`src/rtl/mem_arbiter.sv`:
```
// mem_arbiter: arbitrates an instruction-fetch port and a data port onto a
// single memory command interface. One access at a time through the FSM
// IDLE -> ISSUE -> WAIT -> DONE. WAIT aborts after TIMEOUT_CYCLES cycles.
//
// Handshake: a port raises req (level) with stable command fields and holds
// it until it sees a one-cycle ack pulse. The memory side sees a one-cycle
// read/write strobe in ISSUE and answers with mem_ready, which the arbiter
// samples only in WAIT.
//
// Build option: define ARB_ROUND_ROBIN_EN for round-robin arbitration between
// the two ports; leave it undefined for fixed priority, where the data port
// always wins.
module mem_arbiter #(
  parameter int unsigned TIMEOUT_CYCLES = 16
) (
  input  logic        clk,
  input  logic        reset_n,
  input  logic        if_req,
  input  logic [31:0] if_addr,
  output logic        if_ack,
  output logic [31:0] if_rdata,
  input  logic        d_req,
  input  logic        d_we,
  input  logic        d_signed,
  input  logic [1:0]  d_width,
  input  logic [31:0] d_addr,
  input  logic [31:0] d_wdata,
  output logic        d_ack,
  output logic [31:0] d_rdata,
  output logic        bus_err,
  output logic        busy,
  output logic        mem_write_enable,
  output logic        mem_read_enable,
  output logic        mem_signed_read,
  output logic [1:0]  mem_data_width,
  output logic [31:0] mem_address,
  output logic [31:0] mem_data_in,
  input  logic [31:0] mem_data_out,
  input  logic        mem_ready,
  output logic [1:0]  dbg_state_o
);

  typedef enum logic [1:0] {
    S_IDLE  = 2'd0,
    S_ISSUE = 2'd1,
    S_WAIT  = 2'd2,
    S_DONE  = 2'd3
  } state_t;

  // Last WAIT cycle index; the counter starts at 0 on the first WAIT cycle.
  localparam logic [7:0] TO_LAST = 8'(TIMEOUT_CYCLES - 1);

  state_t      state_q, state_d;
  logic        grant_data_q, grant_data_d;
  logic        cmd_we_q, cmd_we_d;
  logic        cmd_signed_q, cmd_signed_d;
  logic [1:0]  cmd_width_q, cmd_width_d;
  logic [31:0] cmd_addr_q, cmd_addr_d;
  logic [31:0] cmd_wdata_q, cmd_wdata_d;
  logic [7:0]  cnt_q, cnt_d;
  logic        if_ack_q, if_ack_d;
  logic        d_ack_q, d_ack_d;
  logic [31:0] if_rdata_q, if_rdata_d;
  logic [31:0] d_rdata_q, d_rdata_d;
  logic        bus_err_q, bus_err_d;
  logic        busy_q, busy_d;
  logic        rd_en_q, rd_en_d;
  logic        wr_en_q, wr_en_d;
  logic        pick_data;
`ifdef ARB_ROUND_ROBIN_EN
  // rr_q=1: the data port wins the next tie (fetch was granted last).
  logic        rr_q, rr_d;
`endif

  // Next-state, winner selection and registered-output computation.
  always_comb begin
    state_d      = state_q;
    grant_data_d = grant_data_q;
    cmd_we_d     = cmd_we_q;
    cmd_signed_d = cmd_signed_q;
    cmd_width_d  = cmd_width_q;
    cmd_addr_d   = cmd_addr_q;
    cmd_wdata_d  = cmd_wdata_q;
    cnt_d        = cnt_q;
    if_rdata_d   = if_rdata_q;
    d_rdata_d    = d_rdata_q;
    if_ack_d     = 1'b0;
    d_ack_d      = 1'b0;
    bus_err_d    = 1'b0;
    rd_en_d      = 1'b0;
    wr_en_d      = 1'b0;
`ifdef ARB_ROUND_ROBIN_EN
    rr_d         = rr_q;
    pick_data    = d_req && (!if_req || rr_q);
`else
    pick_data    = d_req;
`endif
    case (state_q)
      S_IDLE: begin
        if (if_req || d_req) begin
          state_d      = S_ISSUE;
          grant_data_d = pick_data;
`ifdef ARB_ROUND_ROBIN_EN
          rr_d         = !pick_data;
`endif
          if (pick_data) begin
            cmd_we_d     = d_we;
            cmd_signed_d = d_signed;
            cmd_width_d  = d_width;
            cmd_addr_d   = d_addr;
            cmd_wdata_d  = d_wdata;
            rd_en_d      = !d_we;
            wr_en_d      = d_we;
          end else begin
            cmd_we_d     = 1'b0;
            cmd_signed_d = 1'b0;
            cmd_width_d  = 2'd3;
            cmd_addr_d   = if_addr;
            cmd_wdata_d  = 32'd0;
            rd_en_d      = 1'b1;
          end
        end
      end
      S_ISSUE: begin
        state_d = S_WAIT;
        cnt_d   = 8'd0;
      end
      S_WAIT: begin
        if (mem_ready || (cnt_q == TO_LAST)) begin
          state_d   = S_DONE;
          bus_err_d = !mem_ready;
          if (grant_data_q) begin
            d_ack_d   = 1'b1;
            d_rdata_d = mem_ready ? mem_data_out : 32'd0;
          end else begin
            if_ack_d   = 1'b1;
            if_rdata_d = mem_ready ? mem_data_out : 32'd0;
          end
        end else begin
          cnt_d = cnt_q + 8'd1;
        end
      end
      S_DONE: begin
        state_d = S_IDLE;
      end
      default: begin
        state_d = S_IDLE;
      end
    endcase
    busy_d = (state_d != S_IDLE);
  end

  // State, command and output registers; reset abandons any access.
  always_ff @(posedge clk or negedge reset_n) begin
    if (!reset_n) begin
      state_q      <= S_IDLE;
      grant_data_q <= 1'b0;
      cmd_we_q     <= 1'b0;
      cmd_signed_q <= 1'b0;
      cmd_width_q  <= 2'd0;
      cmd_addr_q   <= 32'd0;
      cmd_wdata_q  <= 32'd0;
      cnt_q        <= 8'd0;
      if_ack_q     <= 1'b0;
      d_ack_q      <= 1'b0;
      if_rdata_q   <= 32'd0;
      d_rdata_q    <= 32'd0;
      bus_err_q    <= 1'b0;
      busy_q       <= 1'b0;
      rd_en_q      <= 1'b0;
      wr_en_q      <= 1'b0;
`ifdef ARB_ROUND_ROBIN_EN
      rr_q         <= 1'b1;
`endif
    end else begin
      state_q      <= state_d;
      grant_data_q <= grant_data_d;
      cmd_we_q     <= cmd_we_d;
      cmd_signed_q <= cmd_signed_d;
      cmd_width_q  <= cmd_width_d;
      cmd_addr_q   <= cmd_addr_d;
      cmd_wdata_q  <= cmd_wdata_d;
      cnt_q        <= cnt_d;
      if_ack_q     <= if_ack_d;
      d_ack_q      <= d_ack_d;
      if_rdata_q   <= if_rdata_d;
      d_rdata_q    <= d_rdata_d;
      bus_err_q    <= bus_err_d;
      busy_q       <= busy_d;
      rd_en_q      <= rd_en_d;
      wr_en_q      <= wr_en_d;
`ifdef ARB_ROUND_ROBIN_EN
      rr_q         <= rr_d;
`endif
    end
  end

  assign if_ack           = if_ack_q;
  assign d_ack            = d_ack_q;
  assign if_rdata         = if_rdata_q;
  assign d_rdata          = d_rdata_q;
  assign bus_err          = bus_err_q;
  assign busy             = busy_q;
  assign mem_read_enable  = rd_en_q;
  assign mem_write_enable = wr_en_q;
  assign mem_signed_read  = cmd_signed_q;
  assign mem_data_width   = cmd_width_q;
  assign mem_address      = cmd_addr_q;
  assign mem_data_in      = cmd_wdata_q;
  assign dbg_state_o      = state_q;

endmodule

```
`config.mk`:
```
export PLATFORM = sky130hd
export DESIGN_NAME = mem_arbiter
export DESIGN_NICKNAME = d
export VERILOG_FILES = /design/src/rtl/mem_arbiter.sv
export SDC_FILE = /design/constraint.sdc
export NUM_CORES = 1
export LEC_CHECK = 0
export ABC_CLOCK_PERIOD_IN_PS = 2500
export BUFFER_PORTS_ARGS = -buffer_cell sky130_fd_sc_hd__buf_4
export CAP_MARGIN = 20
export CORE_ASPECT_RATIO = 0.75
export CORE_MARGIN = 4
export CORE_UTILIZATION = 35
export CTS_CLUSTER_DIAMETER = 40
export CTS_CLUSTER_SIZE = 20
export DETAILED_ROUTE_END_ITERATION = 10
export PLACE_DENSITY = 0.58
export SLEW_MARGIN = 20
export SYNTH_ARGS = -nofsm -noshare
export SYNTH_HDL_FRONTEND = slang
export SYNTH_SLANG_ARGS = --single-unit
```
`constraint.sdc`:
```
create_clock -name clk -period 2.5 [get_ports clk]
set_clock_uncertainty 0.1 [all_clocks]
set_input_delay 0.25 -clock clk [delete_from_list [all_inputs] [get_ports clk]]
set_output_delay 0.25 -clock clk [all_outputs]
set_load 0.05 [all_outputs]
```
==> results.json <==
{
  "combinationalPowerShare": 0.540,
  "reg_clk_slew_reported_paths_ps": 60,
  "die_height_um": 125.5,
  "sw_frac_of_total": 0.4771,
  "postSynthRegisterBits": 148,
  "min_period_ps": 2031,
  "slowest_cell_on_the_critical_path": "sky130_fd_sc_hd__or4_1",
  "p_int_uw": 7499,
  "floorplan.initialDensity": 0.3604,
  "fin_crit_sh": 0.8124,
  "drtIter0Drc": 330,
  "placement.cell_area_sq_um": 8736,
  "critPathLaunchType": "register",
  "timing.hold.worst.start": "if_addr[2]",
  "placement_stage_worst_setup_slack_ps": 460.3,
  "worst_slew_pin_slew_ps": 817.8,
  "layout_setup_ws_ps": 468.9,
  "fin_nets": 1028,
  "insertion_delay_ps": 410,
  "final_antenna_net_count": 0,
  "tritoncts": "built",
  "synthTopCellsByArea": "sky130_fd_sc_hd__dfrtp_1 (58%), sky130_fd_sc_hd__a22o_1 (8.7%), sky130_fd_sc_hd__a21o_1 (7.5%), sky130_fd_sc_hd__nand2_1 (6.5%), sky130_fd_sc_hd__mux2i_1 (5.4%)",
  "critical_path_arrival_ps": 2270,
  "timing.setup.critical_path_class": "register to register",
  "route.vias.total": 5626,
  "placementRows": 42,
  "detail_route.drc_violations": 0,
  "path_cells": "inv_1, ha_1, nand2b_1, or4_1, a21oi_1",
  "fmax_ghz": 0.4923,
  "postCtsHoldBufs": 37,
  "fraction_of_final_layout_cells_sized_beyond_drive_strength_1": 0.3578,
  "hp_class": "input pin to register",
  "cts_repair_resize_count": 0,
  "first_global_vias": 5867,
  "synthToLayoutAreaGrowth_pct": 50.74,
  "postSynthAreaPerCell_sq_um": 10.89,
  "pwr-share-clk": 0.180,
  "clock_tree.buffer_depth": 2,
  "antennaDiodeCount": 0,
  "library_cell_occupying_the_most_area_in_the_post_synthesis_netlist": "sky130_fd_sc_hd__dfrtp_1",
  "rsz0062_at_grt": "no",
  "timing.critical_path.from": "dbg_state_o[0]$_DFF_PN0_",
  "yosysSeqAreaShare": 0.5752,
  "cts_htree_levels": 4,
  "crit_path_max_fanout": 13,
  "fin_worst_hold_slack_ps": 21.89,
  "detail_route.wl_per_cell_um": 17.33,
  "post_synthesis_instance_area_sq_um": 6439,
  "netlist.area_leader.share": 0.5752,
  "seqPwrFrac": 0.280,
  "grt.total_usage": 0.1923,
  "p_per_area_nw_per_um2": 1478,
  "route.final.wire_length_mm": 19.80,
  "post-dp-hpwl_mm": 14.13,
  "largest_net_degree_at_the_start_of_global_routing": 69,
  "setup.reg_to_reg.worst_slack_ps": 470,
  "post_drt_via_cell_ratio": 4.926,
  "clkSinkCount": 148,
  "die-area_sq_um": 20650,
  "tritoncts.num_buffers": 17,
  "final_area_sq_um": 9706,
  "crit_path_max_incr_delay_ps": 550,
  "global_route.overflow_total": 0,
  "ys.warnings.count": 0,
  "layout.cells.non_filler": 1142,
  "setup_tns_ps": 0,
  "run_status": "completed",
  "worst_ir_drop_vdd_uv": 657.6,
  "numPlacedInstances": 1073,
  "globalplace.congestion": 0.7678,
  "power.net_switching_uw": 6842,
  "ctsRootBufferMaster": "sky130_fd_sc_hd__clkbuf_16",
  "crit_path_required_time_ps": 2740,
  "r2r_start": "dbg_state_o[0]$_DFF_PN0_",
  "syn-num-nets": 732,
  "floorplan.io_pins": 276,
  "finalHoldViolCount": 0,
  "drt_pre_antenna_iters": 4,
  "antenna_violations_before_repair": 0,
  "timing.final.setup_violations": 0,
  "numPortBuffers": 275,
  "yosysUniqueCellTypes": 34,
  "grt_first_pass_wirelength_mm": 31.78,
  "cap_violations": 0,
  "max_slew_margin": 0.4527,
  "core_area_sq_um": 17870,
  "post-cts-setup-buffer-count": 0,
  "static-leakage-power_uw": 0.004754,
  "die_x_um": 164.6,
  "timing_max_transition_violations_final": 0,
  "post_synthesis_cells": 591,
  "critical_path_end_type": "register"
}
Yosys cell counts:
cell type                   count
sky130_fd_sc_hd__dfrtp_1      148
sky130_fd_sc_hd__nand2_1      111
sky130_fd_sc_hd__a21o_1        64
sky130_fd_sc_hd__a22o_1        64
sky130_fd_sc_hd__nand3_1       36
sky130_fd_sc_hd__o21ai_0       36
sky130_fd_sc_hd__mux2i_1       35
sky130_fd_sc_hd__clkbuf_1      24
sky130_fd_sc_hd__buf_2         20
sky130_fd_sc_hd__a21oi_1        5
sky130_fd_sc_hd__nor2_1         5
sky130_fd_sc_hd__nor3_1         5
sky130_fd_sc_hd__ha_1           4
sky130_fd_sc_hd__nand2b_1       4
sky130_fd_sc_hd__nor2b_1        4
sky130_fd_sc_hd__and3_1         3
sky130_fd_sc_hd__inv_1          3
sky130_fd_sc_hd__or4_1          3
sky130_fd_sc_hd__buf_6          2
sky130_fd_sc_hd__a211oi_1       1
sky130_fd_sc_hd__a21boi_1       1
sky130_fd_sc_hd__a21oi_2        1
sky130_fd_sc_hd__a2bb2oi_1      1
sky130_fd_sc_hd__and3b_1        1
sky130_fd_sc_hd__buf_4          1
sky130_fd_sc_hd__nand4_1        1
sky130_fd_sc_hd__nand4b_1       1
sky130_fd_sc_hd__nor4_4         1
sky130_fd_sc_hd__o211ai_1       1
sky130_fd_sc_hd__o21ai_2        1
sky130_fd_sc_hd__o311ai_0       1
sky130_fd_sc_hd__o31ai_1        1
sky130_fd_sc_hd__o41ai_1        1
sky130_fd_sc_hd__or3_1          1
per-layer routing:
metal	GRT usage	vias up	part of all wire
li1	-	2687	-
met1	0.2407	2756	0.41
met2	0.3274	168	0.52
met3	0.05724	15	0.061
met4	0.04597	0	0.0099
met5	0	-	0
kinds of logic after synthesis:
| family | share of synthesized area |
|---|---|
| AOI/OAI and AO/OA | 0.2050 |
| buffers and inverters | 0.03595 |
| DFF | 0.5752 |
| adders and majority gates | 0.007773 |
| muxes | 0.05441 |
| and+or+nand+nor | 0.1216 |
area by class of cell:
cell class,count,area [sq um]
clock buffers,20,456.7
clock inverters,12,142.6
fillers,1614,8162
inverters,3,11.26
multi-input cells,393,2522
flip-flops and latches,148,3704
well taps,242,302.8
repair buffers,324,2566
per-stage QoR:
stage	total power (uW)	utilization
5_1_grt	15120	0.5432
3_5_place_dp	11820	0.4889
6_report	14340	0.5432
4_1_cts	14490	0.5432
2_1_floorplan	9333	-
3_3_place_gp	11660	0.4889
worst max-delay path: cells and delay by family (launching register included):
kind                       cells  cell delay, ps
and+or+nand+nor                2             790
adders and majority gates      1             370
DFF                            1             430
AOI/OAI and AO/OA              1             160
buffers and inverters          1             100
power by group through the flow:
stage          sequential [uW]  combinational [uW]  clock (uW)
6_report                  4010                7750        2580
5_1_grt                   4140                8210        2770
4_1_cts                   4010                7830        2650
3_5_place_dp              4040                7780           0
3_3_place_gp              3990                7670           0
2_1_floorplan             7110                2220           0
registers in the layout (all words and copies together) (netlist names), 2 cells and up:
signal,cells
d_rdata,32
if_rdata,32
mem_address,32
mem_data_in,32
cnt_q,8
dbg_state_o,2
mem_data_width,2
cell usage in the layout, fill, tap and decap left out, types with 2 or more instances in the layout:
cell,synthesis,layout
sky130_fd_sc_hd__nor2_1,5,5
sky130_fd_sc_hd__inv_1,3,3
sky130_fd_sc_hd__and3_1,3,3
sky130_fd_sc_hd__mux2i_1,35,35
sky130_fd_sc_hd__nor2b_1,4,4
sky130_fd_sc_hd__dlygate4sd3_1,0,37
sky130_fd_sc_hd__bufinv_16,0,2
sky130_fd_sc_hd__ha_1,4,4
sky130_fd_sc_hd__a21oi_1,5,5
sky130_fd_sc_hd__nand2_1,111,111
sky130_fd_sc_hd__a21o_1,64,64
sky130_fd_sc_hd__o21ai_0,36,35
sky130_fd_sc_hd__nor3_1,5,5
sky130_fd_sc_hd__clkbuf_8,0,2
sky130_fd_sc_hd__a22o_1,64,64
sky130_fd_sc_hd__buf_4,1,283
sky130_fd_sc_hd__or4_1,3,3
sky130_fd_sc_hd__clkbuf_16,0,17
sky130_fd_sc_hd__inv_6,0,4
sky130_fd_sc_hd__clkinvlp_4,0,3
sky130_fd_sc_hd__nand2b_1,4,4
sky130_fd_sc_hd__nand3_1,36,36
sky130_fd_sc_hd__buf_12,0,3
sky130_fd_sc_hd__dfrtp_1,148,148
worst paths after layout:
path	endpoint	cells past startpoint
setup / recovery	cnt_q[5]$_DFFE_PN0P_	5
hold / removal	mem_address[2]$_DFFE_PN0P_	3
setup reg to reg	cnt_q[5]$_DFFE_PN0P_	5
hold reg to reg	mem_signed_read$_DFFE_PN0P_	2
max in group asynchronous	if_rdata[8]$_DFFE_PN0P_	3
min in group asynchronous	mem_data_in[28]$_DFFE_PN0P_	2
Note: power is estimated with default switching activity, not from simulation.
